===== config.mk =====
export PLATFORM = sky130hd
export DESIGN_NAME = epl_ecc_encoder_flat
export DESIGN_NICKNAME = d
export VERILOG_FILES = /design/src/rtl/epl_ecc_encoder_pkg.sv /design/src/rtl/epl_ecc_encoder_if.sv /design/src/rtl/epl_ecc_encoder_lfsr_step.sv /design/src/rtl/epl_ecc_encoder.sv /design/src/flat_wrapper.sv
export SDC_FILE = /design/constraint.sdc
export NUM_CORES = 1
export LEC_CHECK = 0
export ABC_AREA = 1
export BUFFER_PORTS_ARGS = -buffer_cell sky130_fd_sc_hd__buf_2
export CAP_MARGIN = 20
export CORE_MARGIN = 2
export CORE_UTILIZATION = 49
export DETAILED_ROUTE_END_ITERATION = 8
export PLACE_DENSITY = 0.74
export RECOVER_POWER = 100
export SLEW_MARGIN = 20
export SYNTH_ARGS = -nofsm -noshare
export SYNTH_HDL_FRONTEND = slang
export SYNTH_SLANG_ARGS = --single-unit

===== constraint.sdc =====
create_clock -name pCLK_i -period 1.6 [get_ports pCLK_i]
set_input_delay 0.16 -clock pCLK_i [delete_from_list [all_inputs] [get_ports pCLK_i]]
set_output_delay 0.16 -clock pCLK_i [all_outputs]
set_load 0.01 [all_outputs]

===== src/rtl/epl_ecc_encoder_pkg.sv =====
// Shared constants and types for the EPLFFRAM02 BCH(15,5,t=3) write-path encoder.
// Payload is {1'b0, data}; the top payload bit is the shortened-away position.
package epl_ecc_encoder_pkg;

    localparam int WORD_WIDTH        = 4;
    localparam int TWORD_WIDTH       = 15;
    localparam int BCH_PARITY_WIDTH  = 10;
    localparam int BCH_PAYLOAD_WIDTH = 5;

    // g(x) = x^10+x^8+x^5+x^4+x^2+x+1; the LFSR only needs the terms below x^10
    localparam logic [BCH_PARITY_WIDTH:0]   BCH_GEN_POLY = 11'h537;
    localparam logic [BCH_PARITY_WIDTH-1:0] GEN_POLY_LO  = BCH_GEN_POLY[BCH_PARITY_WIDTH-1:0];

    localparam logic [2:0] LAST_SHIFT = 3'd4;

    typedef enum logic {
        ST_IDLE  = 1'b0,
        ST_SHIFT = 1'b1
    } enc_state_t;

    function automatic logic [BCH_PAYLOAD_WIDTH-1:0] make_payload(
        input logic [WORD_WIDTH-1:0] data
    );
        return {1'b0, data};
    endfunction

endpackage


===== src/rtl/epl_ecc_encoder_if.sv =====
// Request/result bundle between a write-path client and the BCH encoder.
// The client owns write/data; the encoder owns busy, codeword, valid and drop.
interface epl_ecc_encoder_if;
    import epl_ecc_encoder_pkg::*;

    logic                   pWRITE_i;
    logic [WORD_WIDTH-1:0]  pDATA_i;
    logic                   pBUSY_o;
    logic [TWORD_WIDTH-1:0] pPARITYDATA_o;
    logic                   pVALID_o;
    logic                   pDROP_o;

    modport master (
        output pWRITE_i,
        output pDATA_i,
        input  pBUSY_o,
        input  pPARITYDATA_o,
        input  pVALID_o,
        input  pDROP_o
    );

    modport slave (
        input  pWRITE_i,
        input  pDATA_i,
        output pBUSY_o,
        output pPARITYDATA_o,
        output pVALID_o,
        output pDROP_o
    );

endinterface


===== src/rtl/epl_ecc_encoder_lfsr_step.sv =====
// One bit-serial step of the parity LFSR over g(x): feed one message bit, MSB first.
// After the last payload bit the register holds m(x)*x^10 mod g(x).
module epl_bch_lfsr_step
    import epl_ecc_encoder_pkg::*;
(
    input  logic [BCH_PARITY_WIDTH-1:0] lfsr_in,
    input  logic                        bit_in,
    output logic [BCH_PARITY_WIDTH-1:0] lfsr_out
);

    logic feedback;

    assign feedback = bit_in ^ lfsr_in[BCH_PARITY_WIDTH-1];
    assign lfsr_out = {lfsr_in[BCH_PARITY_WIDTH-2:0], 1'b0} ^ (feedback ? GEN_POLY_LO : '0);

endmodule


===== src/rtl/epl_ecc_encoder.sv =====
// Serial systematic BCH(15,5) encoder: accepts a 4-bit word, shifts its 5-bit payload
// through the parity LFSR over five clocks, then presents {payload, parity} with a valid pulse.
module epl_ecc_encoder
    import epl_ecc_encoder_pkg::*;
(
    input  logic                    pCLK_i,
    input  logic                    pRST_i,
    epl_ecc_encoder_if.slave        bus
);

    enc_state_t                   state_r,    state_next;
    logic [2:0]                   cnt_r,      cnt_next;
    logic [BCH_PAYLOAD_WIDTH-1:0] msg_r,      msg_next;
    logic [BCH_PARITY_WIDTH-1:0]  lfsr_r,     lfsr_next;
    logic [TWORD_WIDTH-1:0]       codeword_r, codeword_next;
    logic                         valid_r,    valid_next;
    logic                         drop_r,     drop_next;

    logic                         cnt_legal;
    logic [2:0]                   bit_idx;
    logic                         msg_bit;
    logic [BCH_PARITY_WIDTH-1:0]  lfsr_shifted;

    // Payload is consumed MSB first; an out-of-range count feeds a harmless zero
    assign cnt_legal = (cnt_r <= LAST_SHIFT);
    assign bit_idx   = LAST_SHIFT - cnt_r;
    assign msg_bit   = cnt_legal ? msg_r[bit_idx] : 1'b0;

    epl_bch_lfsr_step u_lfsr_step (
        .lfsr_in  (lfsr_r),
        .bit_in   (msg_bit),
        .lfsr_out (lfsr_shifted)
    );

    always_comb begin
        state_next    = state_r;
        cnt_next      = cnt_r;
        msg_next      = msg_r;
        lfsr_next     = lfsr_r;
        codeword_next = codeword_r;
        valid_next    = 1'b0;
        drop_next     = 1'b0;

        case (state_r)
            ST_IDLE: begin
                if (bus.pWRITE_i) begin
                    msg_next   = make_payload(bus.pDATA_i);
                    lfsr_next  = '0;
                    cnt_next   = '0;
                    state_next = ST_SHIFT;
                end
            end

            ST_SHIFT: begin
                // A request arriving mid-encode is rejected; the word in flight continues
                drop_next = bus.pWRITE_i;
                if (!cnt_legal) begin
                    cnt_next   = '0;
                    state_next = ST_IDLE;
                end else if (cnt_r == LAST_SHIFT) begin
                    lfsr_next     = lfsr_shifted;
                    cnt_next      = '0;
                    codeword_next = {msg_r, lfsr_shifted};
                    valid_next    = 1'b1;
                    state_next    = ST_IDLE;
                end else begin
                    lfsr_next = lfsr_shifted;
                    cnt_next  = cnt_r + 3'd1;
                end
            end

            default: begin
                state_next = ST_IDLE;
            end
        endcase
    end

    // Reset wins over any request and discards a partially built codeword
    always_ff @(posedge pCLK_i) begin
        if (pRST_i) begin
            state_r    <= ST_IDLE;
            cnt_r      <= '0;
            msg_r      <= '0;
            lfsr_r     <= '0;
            codeword_r <= '0;
            valid_r    <= 1'b0;
            drop_r     <= 1'b0;
        end else begin
            state_r    <= state_next;
            cnt_r      <= cnt_next;
            msg_r      <= msg_next;
            lfsr_r     <= lfsr_next;
            codeword_r <= codeword_next;
            valid_r    <= valid_next;
            drop_r     <= drop_next;
        end
    end

    assign bus.pBUSY_o       = (state_r != ST_IDLE);
    assign bus.pPARITYDATA_o = codeword_r;
    assign bus.pVALID_o      = valid_r;
    assign bus.pDROP_o       = drop_r;

endmodule

===== src/flat_wrapper.sv =====
// flat-port wrapper written by rule: the top's interface ports become plain ports
module epl_ecc_encoder_flat import epl_ecc_encoder_pkg::*;
  (pCLK_i, pRST_i, bus_pWRITE_i, bus_pDATA_i, bus_pBUSY_o, bus_pPARITYDATA_o, bus_pVALID_o, bus_pDROP_o);
  epl_ecc_encoder_if bus_i ();
  input  logic pCLK_i;
  input  logic pRST_i;
  input wire logic [$bits(bus_i.pWRITE_i)-1:0] bus_pWRITE_i;
  input wire logic [$bits(bus_i.pDATA_i)-1:0] bus_pDATA_i;
  output wire logic [$bits(bus_i.pBUSY_o)-1:0] bus_pBUSY_o;
  output wire logic [$bits(bus_i.pPARITYDATA_o)-1:0] bus_pPARITYDATA_o;
  output wire logic [$bits(bus_i.pVALID_o)-1:0] bus_pVALID_o;
  output wire logic [$bits(bus_i.pDROP_o)-1:0] bus_pDROP_o;
  assign bus_i.pWRITE_i = bus_pWRITE_i;
  assign bus_i.pDATA_i = bus_pDATA_i;
  assign bus_pBUSY_o = bus_i.pBUSY_o;
  assign bus_pPARITYDATA_o = bus_i.pPARITYDATA_o;
  assign bus_pVALID_o = bus_i.pVALID_o;
  assign bus_pDROP_o = bus_i.pDROP_o;
  epl_ecc_encoder u_core (.pCLK_i(pCLK_i), .pRST_i(pRST_i), .bus(bus_i));
endmodule

==> results of run 1 <==
## what timing repair did
item,4_1_cts,5_1_grt
cloned,1,1
pin swaps,9,4
gates resized for setup,16,9
setup endpoints to repair,18,22
## sequential cells by signal, indices dropped and copies added, names as in the netlist
register,flops
u_core.bus.pPARITYDATA_o,14
u_core.lfsr_r,10
u_core.msg_r,4
u_core.cnt_r,3
u_core.bus.pBUSY_o,1
u_core.bus.pDROP_o,1
u_core.bus.pVALID_o,1
## routing by layer
metal	routed length [µm]	part of all wire (%)	global-route usage, %	vias up
met3	155	4.5	4.18	14
met2	1690	49	35.2	43
met4	108	3.1	12.0	0
li1	-	-	-	697
met5	0	0	0	-
met1	1500	43	25.2	631
## through the flow
step	util [%]	power (µW)	hold WS, ns	setup TNS (ns)	instance area [µm²]
floorplan	-	1030	0.294	-0.0314	1500
global placement	60.2	1070	0.419	-0.0777	1690
detailed placement	60.2	1080	0.436	-0.568	1690
CTS	67.5	1930	0.0743	-0.0285	1890
global route	67.5	1990	0.100	-1.61	1890
finish	67.5	1920	0.0833	-0.276	1890
## cells by family (layout without fill, tap and decap cells)
family	count (synthesis)	count (layout)	share of synthesized area [%]
and+or+nand+nor	93	94	27.6
AOI/OAI and AO/OA	32	32	13.0
buffers and inverters	32	66	8.79
adders and majority gates	4	4	3.41
other	1	1	0.256
xor gates and xnor gates	1	1	0.597
DFF	34	34	46.4
## worst max-delay path: stages (launching register included)
cell and delay (ns):
dfxtp_2 0.34, inv_2 0.06, ha_4 0.15, ha_4 0.12
inv_2 0.04, nand2_2 0.07, nor2_4 0.05, nor2_4 0.19
nand2_4 0.10, nand2_4 0.11, nand3_1 0.09, nand2_1 0.10
nand2_1 0.07, a21oi_2 0.11
## final cells by class
cell class / count / area [µm²] / area share [%]
clock inverter: 2 / 60.1 / 3.17
inverter: 24 / 90.1 / 4.76
sequential: 34 / 683 / 36.1
timing repair buffer: 34 / 178 / 9.38
clock buffer: 6 / 51.3 / 2.71
tap: 31 / 38.8 / 2.05
multi-input combinational: 132 / 793 / 41.9
## worst max-delay path by stage
stage	cells after the start	slack, ns	from	end
floorplan	13	-0.006	u_core.cnt_r[0]$_SDFFE_PP0P_	u_core.bus.pPARITYDATA_o[1]$_SDFFE_PP0P_
global placement	12	-0.03	u_core.cnt_r[0]$_SDFFE_PP0P_	u_core.bus.pPARITYDATA_o[2]$_SDFFE_PP0P_
detailed placement	12	-0.08	u_core.cnt_r[1]$_SDFFE_PP0P_	u_core.bus.pPARITYDATA_o[2]$_SDFFE_PP0P_
CTS	13	-0.03	u_core.cnt_r[1]$_SDFFE_PP0P_	u_core.lfsr_r[8]$_SDFFE_PP0P_
global route	13	-0.14	u_core.cnt_r[0]$_SDFFE_PP0P_	u_core.lfsr_r[5]$_SDFFE_PP0P_
finish	13	-0.07	u_core.cnt_r[1]$_SDFFE_PP0P_	u_core.lfsr_r[8]$_SDFFE_PP0P_
## placed cells by master (no fill, tap or decap), types with 3 or more instances in the layout
cell,n
nor2_1,24
a21oi_1,14
nand2_4,3
clkbuf_1,18
nand3_2,4
nor2_4,5
nand2_2,5
ha_4,3
dfxtp_1,32
inv_1,19
nand3_1,10
clkbuf_4,5
o21ai_1,5
buf_2,6
nand2_1,38
a211oi_1,9
inv_2,3
buf_4,7
a21oi_2,3
## where the power goes
part,switching (µW),leakage [µW],internal (µW),total [µW]
Clock,286,0.0000585,529,815
Sequential,12.2,0.000276,865,878
Combinational,148,0.000424,81.0,229
Total,447,0.000759,1480,1920
==> flow_summary.ini, run 1 <==
[hold_path]
holdPathStages = 3
hold_path_startpoint = bus_pDATA_i[0]
hold_end = u_core.msg_r[0]$_SDFFE_PP0P_
hold_path.class = primary input to register

[floorplan]
die_x_um = 58.7
die_h_um = 58.7
rows = 19
core_um2 = 2810
start_util_pct = 52.3
die_area_um2 = 3450
ios = 25

[critical_path]
worstPathMaxFanout = 6
critPathKind = register to register
start_kind = register
worstReg2RegStart = u_core.cnt_r[1]$_SDFFE_PP0P_
arrival_ns = 1.94
r2r_slack_ns = -0.07
crit_required_ns = 1.87
r2r_cells = 13
endpoint_kind = register
timing.rr.end = u_core.lfsr_r[8]$_SDFFE_PP0P_

[yosys]
yosysUniqueCellTypes = 24
synth_ff_type = dfxtp_1
ys_top_cells_by_count = nand2_1, dfxtp_1, nor2_1, inv_1
ys_ff_latch = 34
ys_warn_count = 0
yosys.area.top_type = dfxtp_1
yosysSeqAreaShare_pct = 46.4
async_reset_ff_share_pct = 0
synth_area_um2 = 1470
yosysTopAreaCellShare_pct = 46.4
synth_cells = 197
synth.avg_cell_area_um2 = 7.44
yosys-top-cells-area = dfxtp_1, nand2_1, nor2_1
synth.net_count = 208
synth_most_common_cell = nand2_1
synth_edf_count = 0

[global_routing]
grt_max_degree = 35
grt_first_pass_wirelength_um = 5550
grt_overflow = 0
grt_pass1_vias = 1276
grtUsageTotal_pct = 21.0
antenna_found_initial = 0

[clock_tree]
cts_inserted_buffers = 5
cts-root-buf = clkbuf_4
clk_pin_slew_ns = 0.11
cts_sinks = 34
post_cts_buffers = 0
cts.path.max_buffers = 2
cts_hold_buf = 0
cts_tree = done
cts-htree-levels = 2
insertion_delay_ns = 0.34

[layout]
diodes = 0
syn_to_final_growth_pct = 29.2
final-instance-count-excl-fill = 263
drive_gt1_share_pct = 24.1
finalNetCount = 242
fillers = 232

[pwr]
vdd_drop_max_mv = 0.847
power_leakage_uw = 0.000759
powerDensity_nw_per_um2 = 1010

[sta]
final.period_utilization_pct = 105
slew_viol_final = 0
fin_crit_ns = 1.67
max-slew-margin-rel_pct = 58.7
hold_violations = 0
worst_slack_ns = -0.0742
fin_worst_skew_ns = 0.00986
setup_viol = 7
worstMarginPinSlew_ns = 0.620
rsz0062_at_grt = yes
fmax_mhz = 597

[run_status]
failed_checks = DRC, setup timing
status = finished with violations

[place]
numPortBuffers = 23
place.gp.congestion = 0.842
placed_cells = 253
dpl.hpwl_um = 2190
place_ws_ns = -0.0847

[routing]
via_count = 1385
firstDrtPassIters = 6
wire_per_inst_um = 13.1
routed_via_density = 5.27
routed_wl_um = 3450
dr.first_iter.drc_count = 77
drcViolationCount = 2
postRouteAntennaNets = 0

[run]
maxCapViolCount = 0
No activity file was read; power rests on OpenSTA's default activity.
==> run 2, diff against run 1 <==
==> constraint.sdc (replaced) <==
create_clock -name pCLK_i -period 1.6 [get_ports pCLK_i]
set_input_delay 0.24 -clock pCLK_i [delete_from_list [all_inputs] [get_ports pCLK_i]]
set_output_delay 0.24 -clock pCLK_i [all_outputs]
set_load 0.01 [all_outputs]
==> run 2 against run 1 <==
Compared with the run above: the flow still finishes with violations (DRC, setup timing); utilization up 2.5 points; hold slack better by 0.065 ns; non-clock buffer count up 2; combinational power up 7%; count of clock-buffer cells in the layout down 1.
==> flow_summary.ini, run 2 (synthesis gave the netlist of run 1 again) <==
[floorplan]
core_um2 = 2810
die_area_um2 = 3450
rows = 19
start_util_pct = 52.3
die_h_um = 58.7
die_x_um = 58.7
ios = 25

[critical_path]
worstPathMaxFanout = 5
cp_slowest_cell = dfxtp_2
path_cells = inv_2 > ha_4 > ha_4 > inv_4 > nand2_4 > nor2_4 > nor2_4 > nand2_4 > nand2_4 > nand3_1 > nand2_2 > nand2_1 > a21oi_2
cpPeakStageDelay_ns = 0.34
critPathKind = register to register
crit_required_ns = 1.90
start_kind = register
cpMostUsedCell = nand2_4
arrival_ns = 2.01
endpoint_kind = register

[hold_path]
hold_path.class = primary input to register

[clock_tree]
cts_sinks = 34
cts.path.max_buffers = 2
cts-htree-levels = 2
cts_inserted_buffers = 5
cts-root-buf = clkbuf_4
clk_pin_slew_ns = 0.12
cts_tree = done
insertion_delay_ns = 0.35

[sta]
hold_violations = 0
final.period_utilization_pct = 107
fin_crit_ns = 1.72
fin_worst_skew_ns = 0.0113
fmax_mhz = 583
rsz0062_at_grt = yes
slew_viol_final = 0
setup_viol = 12
worst_slack_ns = -0.116

[run_status]
status = finished with violations
failed_checks = DRC, setup timing

[global_routing]
grtUsageTotal_pct = 23.4
grt_pass1_vias = 1474
grt_max_degree = 22
grt_overflow = 0
grt_first_pass_wirelength_um = 6090
use_met1_pct = 25.4
antenna_found_initial = 0
use_met3_pct = 4.40
busiest_layer = met2
use_met2_pct = 41.9

[place]
dpl.hpwl_um = 2390
placed_area_um2 = 1700
numPortBuffers = 23
place_ws_ns = -0.0879
place.gp.congestion = 0.828

[pwr]
clockPowerShare_pct = 41.7
p_switching_uw = 483
seqPwrFrac_pct = 45.6
powerDensity_nw_per_um2 = 981
vdd_drop_max_mv = 0.807
internal-power_uw = 1440
switching_share_pct = 25.1
p_comb_share_pct = 12.8
power_leakage_uw = 0.000780

[routing]
postRouteAntennaNets = 0
routed_via_density = 5.31
firstDrtPassIters = 6
drcViolationCount = 2
wire_per_inst_um = 14.0
routed_wl_um = 3710
via_count = 1408
dr.first_iter.drc_count = 67

[layout]
final_common_cell = dfxtp_1
layout_common_cells = dfxtp_1, nand2_1, nor2_1
drive_gt1_share_pct = 30.3
design_area_um2 = 1960
syn_to_final_growth_pct = 33.9
largest_register_ffs = 14
final_core_util_pct = 70.0
diodes = 0
finalNetCount = 244

[run]
maxCapViolCount = 0
## run 2: cell count changes in the layout (fill, tap and decap cells not counted), sizes merged
cell | before | now
buf | 15 | 19
clkbuf | 25 | 22
inv | 22 | 23
## run 2: power groups by stage
stage | Sequential, µW | Combinational [µW] | Clock, µW
floorplan | 896 | 131 | 0
global placement | 895 | 176 | 0
detailed placement | 896 | 183 | 0
CTS | 877 | 223 | 810
global route | 880 | 268 | 831
finish | 877 | 246 | 802
## run 2: layout make-up
cell class / instances / area, µm²
Clock inverter: 3 / 68.8
Inverter: 24 / 92.6
Timing Repair Buffer: 36 / 203
Tap cell: 31 / 38.8
Clock buffer: 5 / 37.5
Sequential cell: 34 / 683
Fill cell: 218 / 842
Multi-Input combinational cell: 132 / 840
## run 2: what timing repair did
action	4_1_cts	5_1_grt
setup endpoints to repair	17	19
hold buffers	0	0
pin swaps	15	18
gates cloned	2	0
setup buffers	1	0
resized for setup	18	22
## run 2: stage by stage
| step | cells | total power [µW] | hold WS, ns | setup TNS, ns |
|---|---|---|---|---|
| after detailed placement | 254 | 1080 | 0.456 | -0.627 |
| final | 265 | 1930 | 0.148 | -0.687 |
| after CTS | 265 | 1910 | 0.138 | -0.0159 |
| after global routing | 265 | 1980 | 0.152 | -2.16 |
| after global placement | 254 | 1070 | 0.449 | -0.0421 |
| after floorplan | 197 | 1030 | 0.374 | -0.0314 |
## run 2: per-layer routing
layer,part of all wire (%),routed length [µm]
met2,50,1870
met1,42,1550
met5,0,0
met3,4.9,183
met4,2.7,100
## run 2: worst paths after layout
| path | from | endpoint | slack (ns) | depth (start not counted) |
|---|---|---|---|---|
| max reg2reg | u_core.cnt_r[0]$_SDFFE_PP0P_ | u_core.lfsr_r[5]$_SDFFE_PP0P_ | -0.12 | 13 |
| min reg2reg | u_core.bus.pPARITYDATA_o[3]$_SDFFE_PP0P_ | u_core.bus.pPARITYDATA_o[3]$_SDFFE_PP0P_ | 0.47 | 2 |
| min | bus_pWRITE_i | u_core.bus.pDROP_o$_SDFF_PP0_ | 0.15 | 3 |
| max | u_core.cnt_r[0]$_SDFFE_PP0P_ | u_core.lfsr_r[5]$_SDFFE_PP0P_ | -0.12 | 13 |
## run 2: worst max-delay path, delay by kind of cell (launching register included)
kind | cells | cell delay [ns]
buffers and inverters | 2 | 0.12
flip-flops | 1 | 0.34
AND/OR/NAND/NOR | 8 | 0.80
adder cells (fa/ha/maj) | 2 | 0.30
AO/OA/AOI/OAI | 1 | 0.11
==> run 3, diff against run 2 <==
==> constraint.sdc (replaced) <==
create_clock -name pCLK_i -period 1.5 [get_ports pCLK_i]
set_input_delay 0.225 -clock pCLK_i [delete_from_list [all_inputs] [get_ports pCLK_i]]
set_output_delay 0.225 -clock pCLK_i [all_outputs]
set_load 0.01 [all_outputs]
==> run 3 against run 2 <==
Compared with the run above: critical path type unchanged; worst setup slack lost 0.11 ns; non-clock buffer count is 6 higher; die area unchanged; flip-flop and latch count unchanged; largest power group unchanged; the run still ends with DRC, setup timing left; wire length is 7.7% higher.
==> flow_summary.ini, run 3 (synthesis gave the netlist of run 1 again) <==
[critical_path]
critPathKind = register to register
endpoint_kind = register
path_cells = inv_2 > ha_4 > ha_4 > inv_4 > nand2_4 > nor2_4 > nor2_4 > nand2_4 > nand2_4 > nand3_1 > nand2_2 > nand2_1 > a21oi_2
start_kind = register
worstPathMaxFanout = 6
cpPeakStageDelay_ns = 0.34
arrival_ns = 2.00
crit_required_ns = 1.78
cp_slowest_cell = dfxtp_2
cpMostUsedCell = nand2_4

[global_routing]
grtUsageTotal_pct = 25.7
antenna_found_initial = 0
grt_first_pass_wirelength_um = 6480
grt_overflow = 0
grt_pass1_vias = 1426
grt_max_degree = 22

[place]
place_ws_ns = -0.188
dpl.hpwl_um = 2450
place.gp.congestion = 0.860
numPortBuffers = 23

[sta]
setup_viol = 18
slew_viol_final = 0
final.period_utilization_pct = 115
hold_violations = 0
rsz0062_at_grt = yes
fin_worst_skew_ns = 0.00470
fmax_mhz = 581
tns_ns = -2.96
worst_slack_ns = -0.221
fin_crit_ns = 1.72

[layout]
fillers = 225
largest_register_ffs = 14
drive_gt1_share_pct = 32.5
diodes = 0
seqCellArea_um2 = 683
multiInputGateArea_um2 = 843
layout_common_cells = nand2_1, dfxtp_1, nor2_1
finalNetCount = 250
syn_to_final_growth_pct = 34.5

[routing]
dr.first_iter.drc_count = 58
wire_per_inst_um = 14.7
drcViolationCount = 3
via_count = 1465
firstDrtPassIters = 6
postRouteAntennaNets = 0
routed_wl_um = 3990
routed_via_density = 5.41

[pwr]
power_leakage_uw = 0.000790
vdd_drop_max_mv = 0.693
powerDensity_nw_per_um2 = 881

[floorplan]
core_um2 = 2810
die_x_um = 58.7
die_area_um2 = 3450
start_util_pct = 52.3
die_h_um = 58.7
rows = 19
ios = 25

[clock_tree]
clk_pin_slew_ns = 0.10
cts.path.max_buffers = 2
cts-htree-levels = 2
cts_inserted_buffers = 5
insertion_delay_ns = 0.34
cts_sinks = 34
cts_tree = done
cts_hold_buf = 0
cts-root-buf = clkbuf_4

[run_status]
failed_checks = DRC, setup timing
status = finished with violations

[run]
maxCapViolCount = 0

[hold_path]
hold_path.class = primary input to register
==> run 3: changes by cell type in the layout (fill, tap and decap cells not counted), sizes merged <==
| cell | before | now |
|---|---|---|
| clkinv | 2 | 1 |
| buf | 19 | 25 |
| clkbuf | 22 | 24 |
| clkinvlp | 0 | 1 |
| bufinv | 2 | 0 |
==> run 3: cell type report <==
class | count | share of cell area (%)
multi-input combinational | 132 | 42.8
sequential | 34 | 34.6
timing repair buffer | 42 | 12.6
inverter | 24 | 5.01
clock buffer | 7 | 2.79
tap | 31 | 1.97
clock inverter | 1 | 0.254
==> run 3: path summary, 6_finish.rpt <==
kind	slack, ns	cells after the start	end	start
setup reg to reg	-0.22	13	u_core.lfsr_r[5]$_SDFFE_PP0P_	u_core.cnt_r[0]$_SDFFE_PP0P_
setup / recovery	-0.22	13	u_core.lfsr_r[5]$_SDFFE_PP0P_	u_core.cnt_r[0]$_SDFFE_PP0P_
hold / removal	0.15	3	u_core.msg_r[1]$_SDFFE_PP0P_	bus_pDATA_i[1]
hold reg to reg	0.47	2	u_core.bus.pPARITYDATA_o[6]$_SDFFE_PP0P_	u_core.bus.pPARITYDATA_o[6]$_SDFFE_PP0P_
==> run 3: metrics by stage <==
step | cells | instance area (µm²) | total power [µW] | util (%) | hold slack, ns
after detailed placement | 255 | 1720 | 1160 | 61.2 | 0.459
after global routing | 271 | 1970 | 1810 | 70.3 | 0.147
after global placement | 255 | 1720 | 1150 | 61.2 | 0.450
final | 271 | 1970 | 1740 | 70.3 | 0.154
after floorplan | 197 | 1510 | 1100 | - | 0.359
after CTS | 269 | 1910 | 1720 | 68.2 | 0.140
==> run 3: routing by layer <==
layer  up-vias  global-route usage (%)  routed length [µm]  share of wire (%)
met5         -                       0                   0                  0
met4         0                    14.9                 161                4.0
met3        17                    7.91                 224                5.6
met2        49                    42.9                1970                 49
met1       687                    29.0                1630                 41
li1        712                       -                   -                  -
==> run 3: power by group <==
group          internal, µW  switching, µW  leakage, µW
clock network           227            301    0.0000353
logic                  98.4            174     0.000478
registers               923           13.3     0.000276
total                  1250            488     0.000790
==> run 3: worst max-delay path: cells and delay by family (launching register included) <==
family / cells / cell delay, ns
simple gates: 8 / 0.80
buf+inv: 2 / 0.12
flops: 1 / 0.34
fa+ha+maj: 2 / 0.30
compound gates: 1 / 0.11
==> run 3: what timing repair did <==
action / in CTS / in global routing
pin swaps: 17 / 12
gates cloned: 2 / 0
resized for setup: 23 / 17
setup buffers: 4 / 2
setup endpoints to repair: 22 / 21
